$ cat src/rtl/err_countdown_timer_pkg.sv
// Shared definitions for the error-state countdown timer and its neighbours
// (the central FSM and the segment driver).
package err_countdown_timer_pkg;

    typedef enum logic {
        IDLE = 1'b0,
        RUN  = 1'b1
    } state_t;

    localparam int DEFAULT_ERR_SEC = 10;
    localparam int SYS_CLK_HZ      = 100_000_000;

endpackage

$ cat src/rtl/err_countdown_timer_tick_prescaler.sv
// Generic terminal-count divider: counts enabled cycles and pulses tick on the
// cycle the count wraps from TC-1 back to 0.
module tick_prescaler #(
    parameter int TC = 10
) (
    input  logic clk,
    input  logic rst,
    input  logic en,
    input  logic clr,
    output logic tick
);

    localparam int CW = (TC > 1) ? $clog2(TC) : 1;
    localparam logic [CW-1:0] LAST = CW'(TC - 1);

    logic [CW-1:0] count;

    always_ff @(posedge clk or posedge rst) begin
        if (rst) begin
            count <= '0;
        end else if (clr) begin
            count <= '0;
        end else if (en) begin
            count <= (count == LAST) ? '0 : count + CW'(1);
        end
    end

    // clr wins over a terminal count landing in the same cycle.
    assign tick = en && !clr && (count == LAST);

endmodule

$ cat src/rtl/err_countdown_timer.sv
// Seconds countdown shown as "Err" plus time_left; pulses expired when the
// count reaches zero so the central FSM can return to operand entry.
module err_countdown_timer
    import err_countdown_timer_pkg::*;
#(
    parameter int CLK_FREQ_HZ = SYS_CLK_HZ,
    parameter int DEFAULT_SEC = DEFAULT_ERR_SEC
) (
    input  logic       clk,
    input  logic       rst,
    input  logic       start,
    input  logic       abort,
    input  logic       hold,
    input  logic [3:0] cfg_seconds,
    output logic [3:0] time_left,
    output logic       busy,
    output logic       sec_tick,
    output logic       expired
);

    state_t     state, next_state;
    logic [3:0] time_left_d;
    logic       sec_tick_d;
    logic       expired_d;
    logic [3:0] load_val;
    logic       pre_tick;

    assign load_val = (cfg_seconds == 4'd0) ? 4'(DEFAULT_SEC) : cfg_seconds;

    tick_prescaler #(
        .TC (CLK_FREQ_HZ)
    ) u_prescaler (
        .clk  (clk),
        .rst  (rst),
        .en   (state == RUN && !hold),
        .clr  (start || abort),
        .tick (pre_tick)
    );

    always_ff @(posedge clk or posedge rst) begin
        if (rst) begin
            state     <= IDLE;
            time_left <= 4'd0;
            busy      <= 1'b0;
            sec_tick  <= 1'b0;
            expired   <= 1'b0;
        end else begin
            state     <= next_state;
            time_left <= time_left_d;
            busy      <= (next_state == RUN);
            sec_tick  <= sec_tick_d;
            expired   <= expired_d;
        end
    end

    // Priority in RUN: abort, then restart, then the due tick.
    always_comb begin
        next_state  = state;
        time_left_d = time_left;
        sec_tick_d  = 1'b0;
        expired_d   = 1'b0;
        case (state)
            IDLE: begin
                if (start && !abort) begin
                    next_state  = RUN;
                    time_left_d = load_val;
                end
            end
            RUN: begin
                if (abort) begin
                    next_state = IDLE;
                end else if (start) begin
                    time_left_d = load_val;
                end else if (pre_tick && time_left != 4'd0) begin
                    time_left_d = time_left - 4'd1;
                    sec_tick_d  = 1'b1;
                    if (time_left == 4'd1) begin
                        expired_d  = 1'b1;
                        next_state = IDLE;
                    end
                end
            end
            default: next_state = IDLE;
        endcase
    end

endmodule

$ cat config.mk
export PLATFORM = sky130hd
export DESIGN_NAME = err_countdown_timer
export DESIGN_NICKNAME = d
export VERILOG_FILES = /design/src/rtl/err_countdown_timer_pkg.sv /design/src/rtl/err_countdown_timer_tick_prescaler.sv /design/src/rtl/err_countdown_timer.sv
export SDC_FILE = /design/constraint.sdc
export NUM_CORES = 1
export LEC_CHECK = 0
export CORE_ASPECT_RATIO = 0.5
export CORE_MARGIN = 4
export CORE_UTILIZATION = 45
export CTS_BUF_LIST = sky130_fd_sc_hd__clkbuf_8
export CTS_CLUSTER_SIZE = 10
export DETAILED_ROUTE_END_ITERATION = 7
export PLACE_DENSITY = 0.71
export SETUP_SLACK_MARGIN = 0.5
export SYNTH_ARGS = -nofsm -noshare
export SYNTH_HDL_FRONTEND = slang
export SYNTH_HIERARCHICAL = 1
export SYNTH_SLANG_ARGS = --single-unit
$ cat constraint.sdc
create_clock -name clk -period 3.6 [get_ports clk]
set_input_delay 0.72 -clock clk [delete_from_list [all_inputs] [get_ports clk]]
set_output_delay 0.72 -clock clk [all_outputs]
set_load 0.005 [all_outputs]
# Yosys cells after proc, flatten, opt, wreduce, memory -nomap -nowiden
# Cells that the tools add are included.
[totals] regBits=34 inputBits=9 elab_cells=50
[op_classes] add_sub_neg=2 n_eq_ne=5 muxes=24 bitwise_logic=1 n_reduce_logical=13
[op_table] cell="$mux W27" n=3
[op_table] cell="$add A27 B1 Y27 const B" n=1
[op_table] cell="$eq A27 B27 Y1 const B" n=1
[op_table] cell="$mux W4" n=5
[op_table] cell="$mux W1" n=14
[op_table] cell="$pmux W4 S2" n=1
[op_table] cell="$logic_and A1 B1 Y1" n=5
[op_table] cell="$eq A4 B1 Y1 const B" n=1
[op_table] cell="$logic_not A4 Y1" n=1
[op_table] cell="$ne A2 B2 Y1 const B" n=2
[op_table] cell="$reduce_bool A4 Y1" n=1
[op_table] cell="$sub A4 B1 Y4 const B" n=1
[op_table] cell="$logic_not A1 Y1" n=3
[op_table] cell="$ne A3 B2 Y1 const B" n=1
[op_table] cell="$reduce_and A3 Y1" n=1
[op_table] cell="$pmux W1 S2" n=1
[op_table] cell="$reduce_bool A2 Y1" n=1
[op_table] cell="$logic_or A1 B1 Y1" n=1
[op_table] cell="$not A1 Y1" n=1

# Longest topological paths before layout
[logic_depth] depth_word=9 depth_mapped=9 mapped_depth_nobuf=9

# Cells and area by module
# Netlist, hierarchy kept.
[modules_own_cells] mod="tick_prescaler" instances=1 cells_per_inst=197 area_per_inst_um2=1704.1 seq_area_each_um2=675.6
[modules_own_cells] mod="err_countdown_timer" instances=1 cells_per_inst=48 area_per_inst_um2=454.2 seq_area_each_um2=175.2

# Worst setup path before layout
# No wires, ideal clock.
[synth_timing] path_kind="input to register" from="input port start" to="register time_left[1]" arrival_time_ns=2.160 path_slack_ns=1.316 stages=7 n_path_buf=0 path_cell_list="or2_2 -> inv_1 -> nand2_1 -> nor2_1 -> nand3b_2 -> o21ai_4 -> mux2_2"
[synth_via] elab_chain_cells=7
[synth_rtl] element="start: declaration" line="err_countdown_timer.sv:11" rtl="input logic start,"
[synth_rtl] element="$logic_or A1 B1 Y1" line="err_countdown_timer.sv:36" rtl=".clr (start || abort),"
[synth_rtl] element="$logic_not A1 Y1" line="err_countdown_timer_tick_prescaler.sv:29" rtl="assign tick = en && !clr && (count == LAST);"
[synth_rtl] element="$logic_and A1 B1 Y1 (2 in a row)" line="err_countdown_timer_tick_prescaler.sv:29"
[synth_rtl] element="net pre_tick" line="err_countdown_timer.sv:26" rtl="logic pre_tick;"
[synth_rtl] element="$logic_and A1 B1 Y1" line="err_countdown_timer.sv:74" rtl="end else if (pre_tick && time_left != 4'd0) begin"
[synth_rtl] element="$ne A3 B2 Y1 (no source line)"
[synth_rtl] element="$reduce_and A3 Y1 (no source line)"
[synth_rtl] element="end signal: assignment" line="err_countdown_timer.sv:49" rtl="time_left <= time_left_d;"
[synth_rtl] element="end: declaration" line="err_countdown_timer.sv:15" rtl="output logic [3:0] time_left,"
# The timed path passes the listed nets, and every way through them passes these cells. The select of a mux whose other input is x is not followed.
# A chain may end at the register's enable or synchronous reset.

# Worst setup path in the final report
# Ends and elaborated chain as after synthesis.

==> impl_metrics.ini <==
[power_and_ir_drop]
power_leakage_nw = 0.936
power.density_mw_per_mm2 = 323
ir_drop_mv = 0.229

[run_status]
outcome = completed

[global_route]
grt_antenna_before_repair = 0
overflow = 0
grt_pass1_vias = 1802
grt_pass1_wl_um = 8780
grt_max_degree = 36
track_usage_pct = 17.8

[synthesis]
async_flop_share_pct = 100
synth_area_per_cell_sq_um = 8.81
synth_mux_area_share_pct = 3.30
yosys.area_share.xor_xnor_pct = 1.22
syn_inst = 245
synth_top_family_by_area = simple AND/OR/NAND/NOR gates
synthAdderAreaFrac_pct = 1.74
synth_common_cells = dfrtp_1, nand2_1, nand3_1
yosysUniqueCellTypes = 53
synth_fp_nets = 257
yosys_warnings = 6
synth_area_sq_mm = 0.00216
synth-simple-area-share_pct = 32.3
synthFlopType = dfrtp_1
synth_edf_count = 0
synth_top_cells_by_area = dfrtp_1, nand2_1, nand3_1, nand4_1, a21oi_1
ys_ff_latch = 34
synth_most_common_cell = dfrtp_1
synth_top_area_share_pct = 39.4
synth_top_area_cell = dfrtp_1
synth-compound-area-share_pct = 17.3
yosysSeqAreaShare_pct = 39.4

[die]
start_util_pct = 47.9
ios = 16
die_area_sq_mm = 0.00604
die_h_um = 57.0
core_area_sq_mm = 0.00451
die_x_um = 106
rows = 17

[timing]
clock.fmax_mhz = 359
hold_viol = 0
drv_slew = 0
relSlewSlack_pct = 29.2
finalSetupTns_ns = 0
fin_skew_ns = 0.0118
tightest_slew_ns = 1.06
rsz0062_at_grt = no
setup-violations-final = 0
layout_min_cycle_time_ns = 2.79
hold-worst-slack_ns = 0.517
fin_crit_sh_pct = 77.5

[critical_path]
cp.required_ns = 3.76
reg2reg_from = u_prescaler/count[0]
crit_path_end_kind = flip-flop
worstSetupPathType = input pin to flip-flop
crit_end = time_left[1]
r2r_setup_slack_ns = 1.03
crit_path_start_kind = input pin
crit_fanout = 7
cp_data_arrival_time_ns = 2.95
reg2reg_depth = 8
startpoint = start
r2r_end = time_left[1]

[cts]
cts_inserted_buffers = 5
cts_setup_buffers = 0
cts.path.max_buffers = 2
cts_sinks = 34
cts_tree = yes
post_cts_resized = 0
clock_latency_ns = 0.28
clkTransAtPathRegs_ns = 0.07
hold_buffers = 0
h-tree-depth = 2
root_buffer = clkbuf_8

[cells_and_area]
multi_input_area_sq_mm = 0.00120
fillers = 423
diodes = 0
nets = 271
seqCellArea_sq_um = 851
syn_to_final_growth_pct = 12.5
drive_gt1_share_pct = 8.46

[detailed_routing]
wirelength_um = 5130
drtAntennaViolNets = 0
wl_per_cell_um = 15.7
drc = 0
first_pass_iters = 5
vias = 1976
first_iter_violations = 140
vias_per_cell = 6.06

[placed_design]
dp_hpwl_um = 3650
portBuffers = 15
place.gp.congestion = 0.924

[min_path]
worstHoldPathType = flip-flop to flip-flop

[job]
maxCapViolations = 0
## sequential cells by signal (all words and copies together), names as in the netlist
| register | cells |
|---|---|
| u_prescaler/count | 27 |
| time_left | 4 |
| expired | 1 |
| sec_tick | 1 |
| state | 1 |
## worst min path at each step
stage,cells after the start,endpoint,start
floorplan,1,u_prescaler/count[26],u_prescaler/count[26]
global placement,1,u_prescaler/count[26],u_prescaler/count[26]
detailed placement,1,u_prescaler/count[15],u_prescaler/count[15]
CTS,1,u_prescaler/count[26],u_prescaler/count[26]
global route,1,u_prescaler/count[26],u_prescaler/count[26]
finish,1,u_prescaler/count[26],u_prescaler/count[26]
## power by group
| part | total [mW] | internal (mW) | leakage (nW) | switching (mW) |
|---|---|---|---|---|
| clock network | 0.289 | 0.152 | 0.0524 | 0.137 |
| registers | 0.406 | 0.391 | 0.464 | 0.0153 |
| logic | 0.0892 | 0.0429 | 0.420 | 0.0463 |
## metrics by stage
step                      power (mW)  instance area, sq um  util [%]  cells  worst slack [ns]
final                          0.784                  2430      53.9    326             0.811
after global routing           0.825                  2430      53.9    326             0.620
after CTS                      0.791                  2430      53.9    326             0.845
after detailed placement       0.502                  2340      51.8    318             0.547
after global placement         0.501                  2340      51.8    318             0.682
after floorplan                0.460                  2160         -    245              1.32
## cell type report
class	instances	share of cell area [%]
sequential	34	35.0
tap	66	3.40
timing repair buffer	16	6.49
clock buffer	6	3.40
clock inverter	2	0.361
multi-input combinational	191	49.6
inverter	11	1.70
## cell families (layout without fill, tap and decap cells)
kind of cell	Yosys count	after routing
and+or+nand+nor	122	122
AOI/OAI and AO/OA	56	56
DFF	34	34
buffers and inverters	20	35
muxes	7	7
adders and majority gates	3	3
xor gates and xnor gates	3	3
## cell usage in the layout (no fill, tap or decap), types with 3 or more instances in the layout
cell | Yosys | layout
and3_1 | 7 | 7
o21ai_0 | 10 | 10
a31oi_1 | 11 | 11
and4_1 | 3 | 3
clkbuf_8 | 0 | 6
inv_1 | 11 | 12
nand2_1 | 30 | 30
nand2b_1 | 6 | 6
nand4_1 | 13 | 13
ha_1 | 3 | 3
dfrtp_1 | 34 | 34
clkdlybuf4s50_1 | 0 | 15
mux2i_1 | 6 | 6
nand3_1 | 19 | 19
nor2_1 | 16 | 16
o22ai_1 | 3 | 3
nor3_1 | 9 | 9
a21oi_1 | 14 | 14
## metal layers
metal	global-route usage, %	up-vias	wire length [um]
met3	3.62	7	297
li1	-	947	-
met2	29.4	69	2450
met4	4.43	0	40
met1	24.3	953	2330
met5	0	-	0
## worst max-delay path, cell delays in order
cell             delay [ns]
clkdlybuf4s50_1        0.50
or2_2                  0.40
inv_1                  0.18
nand2_1                0.14
nor2_1                 0.22
nand3b_2               0.18
o21ai_4                0.25
mux2_2                 0.35
Note: power is estimated with default switching activity, not from simulation.
